==> config.mk <==
export PLATFORM = sky130hd
export DESIGN_NAME = serial_adder
export DESIGN_NICKNAME = d
export VERILOG_FILES = /design/src/rtl/serial_adder.sv
export SDC_FILE = /design/constraint.sdc
export NUM_CORES = 1
export LEC_CHECK = 0
export CORE_AREA = 3 3 66 68
export CTS_CLUSTER_SIZE = 30
export DETAILED_ROUTE_END_ITERATION = 12
export DIE_AREA = 0 0 69 71
export MAX_ROUTING_LAYER = met4
export PLACE_DENSITY = 0.75
export SETUP_SLACK_MARGIN = 0.05
export SYNTH_ARGS = -nofsm -noshare
export SYNTH_HDL_FRONTEND = slang
export SYNTH_SLANG_ARGS = --single-unit
==> constraint.sdc <==
create_clock -name clk -period 1.3 [get_ports clk]
set_input_delay 0.26 -clock clk [delete_from_list [all_inputs] [get_ports clk]]
set_output_delay 0.26 -clock clk [all_outputs]
set_load 0.03 [all_outputs]
==> src/rtl/serial_adder.sv <==
// Bit-serial adder: one full-adder cell, LSB first, WIDTH run cycles plus a one-cycle done pulse.
// Optional SERIAL_ADDER_OVF_EN adds a registered signed-overflow output Ovf.
module serial_adder #(
    parameter int WIDTH = 8
) (
    input  logic             clk,
    input  logic             rst,
    input  logic             start,
    input  logic [WIDTH-1:0] A,
    input  logic [WIDTH-1:0] B,
    input  logic             Cin,
    output logic             busy,
    output logic             done,
    output logic [WIDTH-1:0] Sum,
    output logic             Cout
`ifdef SERIAL_ADDER_OVF_EN
    ,
    output logic             Ovf
`endif
);

    localparam int CW = $clog2(WIDTH + 1);
    localparam logic [CW-1:0] LAST = CW'(WIDTH - 1);

    typedef enum logic [1:0] {IDLE, RUN, DONE} state_t;

    state_t           state;
    logic [WIDTH-1:0] a_sh;
    logic [WIDTH-1:0] b_sh;
    logic [WIDTH-1:0] res;
    logic [WIDTH-1:0] res_next;
    logic             carry;
    logic [CW-1:0]    cnt;
    logic             z;
    logic             c;

    // The lab2 full-adder cell, fed with the current LSB pair and the stored carry.
    always_comb begin
        z = a_sh[0] ^ b_sh[0] ^ carry;
        c = (a_sh[0] & b_sh[0]) | (a_sh[0] & carry) | (b_sh[0] & carry);
        res_next = res >> 1;
        res_next[WIDTH-1] = z;
    end

    always_ff @(posedge clk) begin
        if (rst) begin
            state <= IDLE;
            busy  <= 1'b0;
            done  <= 1'b0;
            Sum   <= '0;
            Cout  <= 1'b0;
            a_sh  <= '0;
            b_sh  <= '0;
            res   <= '0;
            carry <= 1'b0;
            cnt   <= '0;
`ifdef SERIAL_ADDER_OVF_EN
            Ovf   <= 1'b0;
`endif
        end else begin
            case (state)
                IDLE: begin
                    done <= 1'b0;
                    if (start) begin
                        a_sh  <= A;
                        b_sh  <= B;
                        carry <= Cin;
                        res   <= '0;
                        cnt   <= '0;
                        busy  <= 1'b1;
                        state <= RUN;
                    end
                end
                RUN: begin
                    a_sh  <= a_sh >> 1;
                    b_sh  <= b_sh >> 1;
                    res   <= res_next;
                    carry <= c;
                    cnt   <= cnt + 1'b1;
                    if (cnt == LAST) begin
                        // Sum/Cout only ever see the completed result.
                        Sum   <= res_next;
                        Cout  <= c;
`ifdef SERIAL_ADDER_OVF_EN
                        // carry currently holds the carry into the MSB.
                        Ovf   <= carry ^ c;
`endif
                        busy  <= 1'b0;
                        done  <= 1'b1;
                        state <= DONE;
                    end
                end
                default: begin
                    done  <= 1'b0;
                    state <= IDLE;
                end
            endcase
        end
    end

endmodule

==> flow_metrics.tcl, run 1 <==
set metrics [dict create \
    p_per_area_nw_per_um2 1169 \
    p_leak_uw 0.0009182 \
    numCtsBuffers 5 \
    setup.worst_path.end_class "flop" \
    synth.cell_area_um2 1762 \
    gp_congestion 0.7743 \
    initial_utilization_pct 45.01 \
    first_global_vias 1551 \
    hp-start "Sum[6]" \
    syn-mean-instance-area_um2 9.175 \
    gr-total-overflow 0 \
    rrSetupSlack_ns 0.07 \
    hold_path_depth 2 \
    drtIter0Drc 74 \
    vias_per_cell 5.336 \
    synth_seq_cells 41 \
    n_antenna_cell 0 \
    hold_viol 0 \
    path_clk_slew_ns 0.08 \
    yosys.area.top_type "dfxtp_1" \
    final_util_pct 61.32 \
    netlist_top_cells_area "dfxtp_1, a211oi_2, nor2_1" \
    wl_per_cell_um 14.13 \
    layout.nets 257 \
    relSlewSlack_pct 79.32 \
    fp.dieW_um 69 \
    ctsHtreeMaxLevel 2 \
    ys_types 31 \
    fin_skew_ns 0.008527 \
    hpwl_um 2774 \
    ir_drop_mv 0.5698 \
    tightest_slew_ns 0.3095 \
    holdPathEnd "Sum[6]" \
    wirelength_um 4041 \
    period_share_pct 94.56 \
    timing.rr.start "carry" \
    fin_ws_ns 0.07073 \
    row_count 23 \
    pre_cts_ws_ns -0.2283 \
    period_minus_slack_ns 1.229 \
    cp_max_fo 2 \
    areaGrowthSynthToFinish_pct 36.22 \
    maxSlewViolCount 0 \
    cap_violations 0 \
    r2r_cells 3 \
    ctsHoldBuffers 0 \
    grt_max_degree 25 \
    setup_viol 0 \
    rsz0062_at_grt "yes" \
    layout-drive-gt1-share_pct 34.32 \
    tritoncts "built" \
    numPortBuffers 30 \
    fp.dieArea_um2 4899 \
    grt_usage_pct 17.72 \
    cp_data_required_time_ns 1.50 \
    critical_path_arrival_ns 1.43 \
    firstDrtPassIters 4 \
    core_um2 3914 \
    ys.flop_type "dfxtp_1" \
    synth_nets 214 \
    drc_errors 0 \
    synth-async-reset-ratio_pct 0 \
    outcome "completed" \
    fmax_mhz 813.5 \
    synthCells 192 \
    yosysWarningCount 0 \
    final_antenna_net_count 0 \
    start_kind "flop" \
    clock-sinks 41 \
    grt_pass1_wl_um 6865 \
    routed-via-count 1526 \
    synth-edff-count 0 \
    yosysSeqAreaShare_pct 46.59 \
    synth_top_area_share_pct 46.59 \
    reg2reg_to "res[7]" \
    finalPower_uw 2806 \
    die_h_um 71 \
    insertion_delay_ns 0.30 \
    crit_type "flop to flop" \
    antenna_found_initial 0 \
    clock_path_buffers 2 \
    cts_root_buf "clkbuf_8" \
    ios 31 \
    hold_class "flop to flop" \
]
## what timing repair did
item	CTS	global route
pin swaps	0	3
buffers inserted	0	0
gates cloned	0	0
resized for setup	9	23
setup endpoints to repair	24	35
## through the flow
step	hold slack [ns]	instance area, um^2	TNS, ns	cells
CTS	0.4742	2326	0	286
floorplan	0.4010	1763	0	192
detailed placement	0.4628	2186	-5.326	278
global route	0.4892	2400	0	286
finish	0.4710	2400	0	286
global placement	0.4615	2186	-4.823	278
## synthesized netlist by cell type, types with 2 or more instances
cell type	number
a211oi_1	8
a211oi_2	9
a21oi_1	17
a21oi_2	8
a22oi_1	10
buf_1	2
buf_2	4
buf_4	6
clkbuf_1	5
dfxtp_1	41
nand2_1	16
nand3_1	11
nor2_1	28
nor3_1	2
o31ai_1	9
## per-layer routing
| metal | vias up | share of wire (%) | track usage [%] |
|---|---|---|---|
| li1 | 770 | - | - |
| met1 | 722 | 44 | 20.78 |
| met2 | 30 | 51 | 28.71 |
| met3 | 4 | 5.2 | 6.250 |
| met4 | 0 | 0.35 | 5.206 |
| met5 | - | 0 | - |
## worst max-delay path, stage by stage (launching register included)
cell and delay, ns:
dfxtp_2 0.33, fa_1 0.54, a22oi_1 0.20, nor2_1 0.06
## cells in the final DEF, fill, tap and decap left out, types with 5 or more instances in the layout
cell              n
nor2_1           28
buf_4            30
dfxtp_1          35
a22oi_1          10
nand2_1          16
a21oi_2          10
clkdlybuf4s50_1  18
a21oi_1          15
a211oi_1          7
nand3_1          10
a211oi_2         10
clkbuf_8          6
o31ai_2           5
## cell type report
class                      instances  area, um^2
clock buffer                       6       82.58
clock inverter                     2       37.54
sequential                        41       833.3
tap                               50       62.56
fill                             373        1514
timing repair buffer              54       486.7
multi-input combinational        133       897.1
## state kept, by name, summed over array words and instances, names as in the netlist
| register | flops |
|---|---|
| state | 2 |
| Sum | 8 |
| a_sh | 8 |
| done | 1 |
| Cout | 1 |
| cnt | 4 |
| busy | 1 |
| res | 7 |
| b_sh | 8 |
| carry | 1 |
## cell families (layout without fill, tap and decap cells)
kind of cell	after synthesis	after routing	share of synthesized area, %
adder cells (fa/ha/maj)	2	2	1.847
flip-flops	41	41	46.59
AO/OA/AOI/OAI	66	66	29.12
buffers and inverters	18	62	6.037
AND/OR/NAND/NOR	65	65	16.41
## worst max-delay path by stage
stage	startpoint	endpoint	slack, ns	cells after the start
4_1_cts	cnt[1]	Sum[1]	0.06	5
3_5_place_dp	start	a_sh[0]	-0.23	5
2_1_floorplan	state[0]	Sum[0]	0.1	5
6_report	carry	res[7]	0.07	3
3_3_place_gp	start	b_sh[7]	-0.19	5
5_1_grt	cnt[1]	Sum[1]	0.02	5
## power by group
part           switching, uW  total, uW  internal, uW
clock network            440       1060           624
logic                    196        389           193
registers               41.0       1350          1310
total                    677       2810          2130
Power figures use the tool's default switching activity.
==> inputs of run 2 (changes only) <==
--- a/config.mk
+++ b/config.mk
@@ -12,6 +12,7 @@
 export MAX_ROUTING_LAYER = met4
 export PLACE_DENSITY = 0.75
 export SETUP_SLACK_MARGIN = 0.05
+export SKIP_CTS_REPAIR_TIMING = 1
 export SYNTH_ARGS = -nofsm -noshare
 export SYNTH_HDL_FRONTEND = slang
 export SYNTH_SLANG_ARGS = --single-unit
==> flow_metrics.tcl, run 2 (synthesized netlist as in run 1, its figures left out) <==
set metrics [dict create \
    layout-drive-gt1-share_pct 32.91 \
    crit_type "flop to flop" \
    initial_utilization_pct 45.01 \
    grt_pass1_wl_um 6865 \
    grt_usage_pct 17.72 \
    core_um2 3914 \
    vias_per_cell 5.394 \
    routed-via-count 1548 \
    drc_errors 0 \
    numCtsBuffers 5 \
    p_leak_uw 0.0009406 \
    p_clk_share_pct 37.9 \
    numPortBuffers 30 \
    mostFrequentLayoutCell "dfxtp_1" \
    layout.nets 258 \
    start_kind "flop" \
    p_per_area_nw_per_um2 1163 \
    clock-sinks 41 \
    insertion_delay_ns 0.30 \
    path_clk_slew_ns 0.08 \
    fmax_mhz 826.5 \
    fp.dieArea_um2 4899 \
    gp_congestion 0.7743 \
    first_global_vias 1546 \
    cellInternalPower_uw 2128 \
    grt_max_degree 25 \
    final_antenna_net_count 0 \
    multiInputGateArea_um2 905.9 \
    firstDrtPassIters 4 \
    wirelength_um 4066 \
    swShare_pct 24.04 \
    period_minus_slack_ns 1.210 \
    switchingPower_uw 673.3 \
    nFillCells 367 \
    drtIter0Drc 52 \
    wl_per_cell_um 14.17 \
    p_seq_share_pct 48.4 \
    n_antenna_cell 0 \
    top_regs "Sum x8, a_sh x8, b_sh x8" \
    final_util_pct 61.57 \
    tightest_slew_ns 0.3131 \
    gr-total-overflow 0 \
    relSlewSlack_pct 79.09 \
    critical_path_arrival_ns 1.44 \
    ctsHtreeMaxLevel 2 \
    hold_viol 0 \
    cp_data_required_time_ns 1.53 \
    antenna_found_initial 0 \
    setup_viol 0 \
    fin_setup_tns_ns 0 \
    areaGrowthSynthToFinish_pct 36.79 \
    clock_path_buffers 2 \
    outcome "completed" \
    rsz0062_at_grt "yes" \
    die_h_um 71 \
    finalPower_uw 2801 \
    fp.dieW_um 69 \
    ir_drop_mv 0.5707 \
    final_cell_mix "dfxtp_1, buf_4, nor2_1" \
    fin_skew_ns 0.007131 \
    hpwl_um 2774 \
    cap_violations 0 \
    setup.worst_path.end_class "flop" \
    period_share_pct 93.07 \
    maxSlewViolCount 0 \
    cp_max_fo 2 \
    hold_class "flop to flop" \
    combPwrFrac_pct 13.8 \
    row_count 23 \
    tritoncts "built" \
    ios 31 \
    seqCellArea_um2 829.5 \
    cts_root_buf "clkbuf_8" \
]
==> run 2: cell types whose count changed in the layout (fill, tap and decap cells not counted), sizes merged <==
cell | before | now
buf | 34 | 35
clkdlybuf4s15 | 1 | 0
dlymetal6s2s | 1 | 2
==> run 2: path summary, 6_finish.rpt <==
check,cells past startpoint,slack [ns],to,start
worst max-delay path,3,0.09,Sum[7],carry
worst min-delay path,2,0.47,Sum[6],Sum[6]
worst max register to register,3,0.09,Sum[7],carry
worst min register to register,2,0.47,Sum[6],Sum[6]
==> run 2: layout make-up <==
type                            count  share of cell area (%)
Tap cell                           50                   2.596
Clock inverter                      2                   1.558
Clock buffer                        6                   3.427
Multi-Input combinational cell    133                   37.59
Timing Repair Buffer               55                   20.41
Sequential cell                    41                   34.42
==> run 2: critical path, cell delays in order, from the launching register on <==
cell,delay [ns]
dfxtp_1,0.33
fa_1,0.60
nand3_1,0.11
a21oi_2,0.12
==> run 2: power groups by stage <==
stage               Clock (uW)  Combinational [uW]  Sequential (uW)
CTS                       1090                 375             1350
global route              1150                 423             1360
floorplan                    0                 232             1380
global placement             0                 366             1380
finish                    1060                 385             1360
detailed placement           0                 372             1380
==> run 2: per-layer routing <==
metal / wire [um] / GRT usage [%] / vias up
li1: - / - / 771
met1: 1790 / 20.95 / 738
met2: 2013 / 28.50 / 29
met3: 214 / 6.250 / 10
met4: 48 / 5.206 / 0
met5: 0 / - / -
==> run 2: per-stage QoR <==
stage | worst slack (ns) | area (um^2) | hold WS (ns) | std cells
6_report | 0.09009 | 2410 | 0.4710 | 287
5_1_grt | 0.02207 | 2410 | 0.4892 | 287
4_1_cts | -0.2662 | 2306 | 0.4742 | 286
3_5_place_dp | -0.2283 | 2186 | 0.4628 | 278
3_3_place_gp | -0.1883 | 2186 | 0.4615 | 278
2_1_floorplan | 0.09726 | 1763 | 0.4010 | 192
==> inputs of run 3 (changes only) <==
--- a/config.mk
+++ b/config.mk
@@ -5,10 +5,11 @@
 export SDC_FILE = /design/constraint.sdc
 export NUM_CORES = 1
 export LEC_CHECK = 0
-export CORE_AREA = 3 3 66 68
+export ABC_AREA = 1
+export CORE_AREA = 3 3 67 69
 export CTS_CLUSTER_SIZE = 30
 export DETAILED_ROUTE_END_ITERATION = 12
-export DIE_AREA = 0 0 69 71
+export DIE_AREA = 0 0 70 72
 export MAX_ROUTING_LAYER = met4
 export PLACE_DENSITY = 0.75
 export SETUP_SLACK_MARGIN = 0.05
==> flow_metrics.tcl, run 3 <==
set metrics [dict create \
    ys.flop_type "dfxtp_1" \
    first_global_vias 1515 \
    finalPower_uw 2570 \
    routed-via-count 1686 \
    cp_top_family "simple AND/OR/NAND/NOR gates" \
    worst-path-buf-inv 0 \
    cap_violations 0 \
    synth-edff-count 0 \
    fin_skew_ns 0.004408 \
    layout.nets 336 \
    gp_congestion 0.7664 \
    rsz0062_at_grt "yes" \
    setup.worst_path.end_class "flop" \
    mostFrequentLayoutCell "nand2_1" \
    cellInternalPower_uw 1922 \
    path_cells "ha_4, nand2_1, nor2_4, nand2_1, nor2_1, nor2_1" \
    ios 31 \
    netlist_top_cells_area "dfxtp_1, nand2_1, nor2_1" \
    fin_setup_tns_ns 0 \
    yosysSeqAreaShare_pct 44.63 \
    period_minus_slack_ns 1.181 \
    whs_ns 0.4576 \
    combPwrFrac_pct 15.4 \
    ctsHtreeMaxLevel 2 \
    clock-sinks 41 \
    p_leak_uw 0.001288 \
    numCtsBuffers 5 \
    synth_seq_cells 41 \
    clock_path_buffers 2 \
    firstDrtPassIters 4 \
    vias_per_cell 4.632 \
    drc_errors 0 \
    period_share_pct 90.82 \
    crit_type "flop to flop" \
    grt_usage_pct 16.01 \
    p_seq_share_pct 52.5 \
    tritoncts "built" \
    n_antenna_cell 0 \
    gr-max-usage-layer "met2" \
    relSlewSlack_pct 78.88 \
    synth_top_area_share_pct 44.63 \
    top_regs "Sum x8, a_sh x8, b_sh x8" \
    wl_per_cell_um 10.37 \
    dp_cells 356 \
    outcome "completed" \
    p_per_area_nw_per_um2 1078 \
    hold_path_depth 2 \
    r2r_cells 6 \
    hold_class "flop to flop" \
    die_h_um 72 \
    drtIter0Drc 58 \
    hpwl_um 2588 \
    p_clk_share_pct 32.1 \
    antenna_found_initial 0 \
    multiInputGateArea_um2 818.3 \
    yosys.area.top_type "dfxtp_1" \
    yosysWarningCount 0 \
    ir_drop_mv 0.4376 \
    synthCells 272 \
    numPortBuffers 30 \
    tightest_slew_ns 0.3163 \
    cpMaxStageDelayCell "dfxtp_4" \
    wirelength_um 3774 \
    nFillCells 376 \
    maxSlewViolCount 0 \
    switchingPower_uw 647.8 \
    rrSetupSlack_ns 0.12 \
    fp.dieArea_um2 5040 \
    grt_pass1_wl_um 6368 \
    met2_usage_pct 26.13 \
    insertion_delay_ns 0.29 \
    swShare_pct 25.20 \
    hp-start "carry" \
    synth-async-reset-ratio_pct 0 \
    path_clk_slew_ns 0.07 \
    ys_types 20 \
    grt_util_met3_pct 4.294 \
    cts_root_buf "clkbuf_8" \
    critical_path_arrival_ns 1.37 \
    fin_cells 364 \
    synth_nets 294 \
    timing.rr.start "cnt[0]" \
    cp_data_required_time_ns 1.49 \
    row_count 23 \
    syn-mean-instance-area_um2 6.762 \
    start_kind "flop" \
    final_cell_mix "nand2_1, nor2_1, dfxtp_1" \
    max_stage_delay_ns 0.37 \
    gr-total-overflow 0 \
    synth.cell_area_um2 1839 \
    hold_viol 0 \
    synth_commonest_cells "nand2_1, nor2_1, dfxtp_1, inv_1, nand3_1" \
    areaGrowthSynthToFinish_pct 29.59 \
    seqCellArea_um2 828.3 \
    final_antenna_net_count 0 \
    setup_viol 0 \
    initial_utilization_pct 46.31 \
    reg2reg_to "Sum[7]" \
    grt_max_degree 27 \
    core_um2 3971 \
    fp.dieW_um 70 \
    cp_max_fo 5 \
    fmax_mhz 847.0 \
    yosysMostFrequentCell "nand2_1" \
    grtUsageMet1_pct 19.43 \
    layout-drive-gt1-share_pct 12.42 \
    holdPathEnd "carry" \
]
[run 3: cell count changes in the layout (fill, tap and decap cells not counted), sizes merged, moves of 9 or more]
cell | before | now
nand2 | 16 | 89
nor2 | 28 | 52
o21ai | 1 | 11
a22oi | 10 | 0
o31ai | 9 | 0
nand3 | 11 | 24
a211oi | 17 | 0
inv | 0 | 35
a21oi | 25 | 7
buf | 35 | 20
[run 3: worst reg2reg max path, cell delays in order, from the launching register on]
cell	delay, ns
dfxtp_4	0.37
ha_4	0.14
nand2_1	0.09
nor2_4	0.13
nand2_1	0.17
nor2_1	0.13
nor2_1	0.05
[run 3: worst max-delay path by stage]
stage	end	slack, ns	from	depth (start not counted)
floorplan	Sum[7]	0.11	cnt[0]	7
global placement	a_sh[4]	-0.09	start	7
detailed placement	b_sh[7]	-0.16	start	4
CTS	Sum[3]	-0.26	Sum[3]	1
global route	Cout	0.04	a_sh[0]	7
finish	Sum[7]	0.12	cnt[0]	6
[run 3: layout make-up]
| class | instances | share of cell area [%] |
|---|---|---|
| clock buffers | 7 | 3.622 |
| inverters | 35 | 5.512 |
| multi-input cells | 185 | 34.33 |
| flip-flops and latches | 41 | 34.75 |
| well taps | 50 | 2.625 |
| repair buffers | 46 | 19.16 |
[run 3: stage by stage]
step / util (%) / instance area, um^2 / setup WS, ns
floorplan: - / 1839 / 0.1119
global placement: 56.52 / 2245 / -0.08513
detailed placement: 56.52 / 2245 / -0.1643
CTS: 58.70 / 2331 / -0.2610
global route: 60.02 / 2384 / 0.03727
finish: 60.02 / 2384 / 0.1193
[run 3: power by group through the flow]
stage	clock, uW	combinational, uW	sequential (uW)
after floorplan	0	233	1370
after global placement	0	384	1370
after detailed placement	0	391	1370
after CTS	851	393	1340
after global routing	898	443	1360
final	824	397	1350
[run 3: cells by family after synthesis]
| family | share of synthesized area (%) |
|---|---|
| compound gates | 5.510 |
| fa+ha+maj | 1.769 |
| buf+inv | 12.18 |
| flops | 44.63 |
| simple gates | 35.92 |
[run 3: per-layer routing]
metal	vias to the layer above	part of all wire (%)
met5	-	0
met4	0	1.2
met3	7	6.0
met2	43	46
met1	736	47
li1	900	-
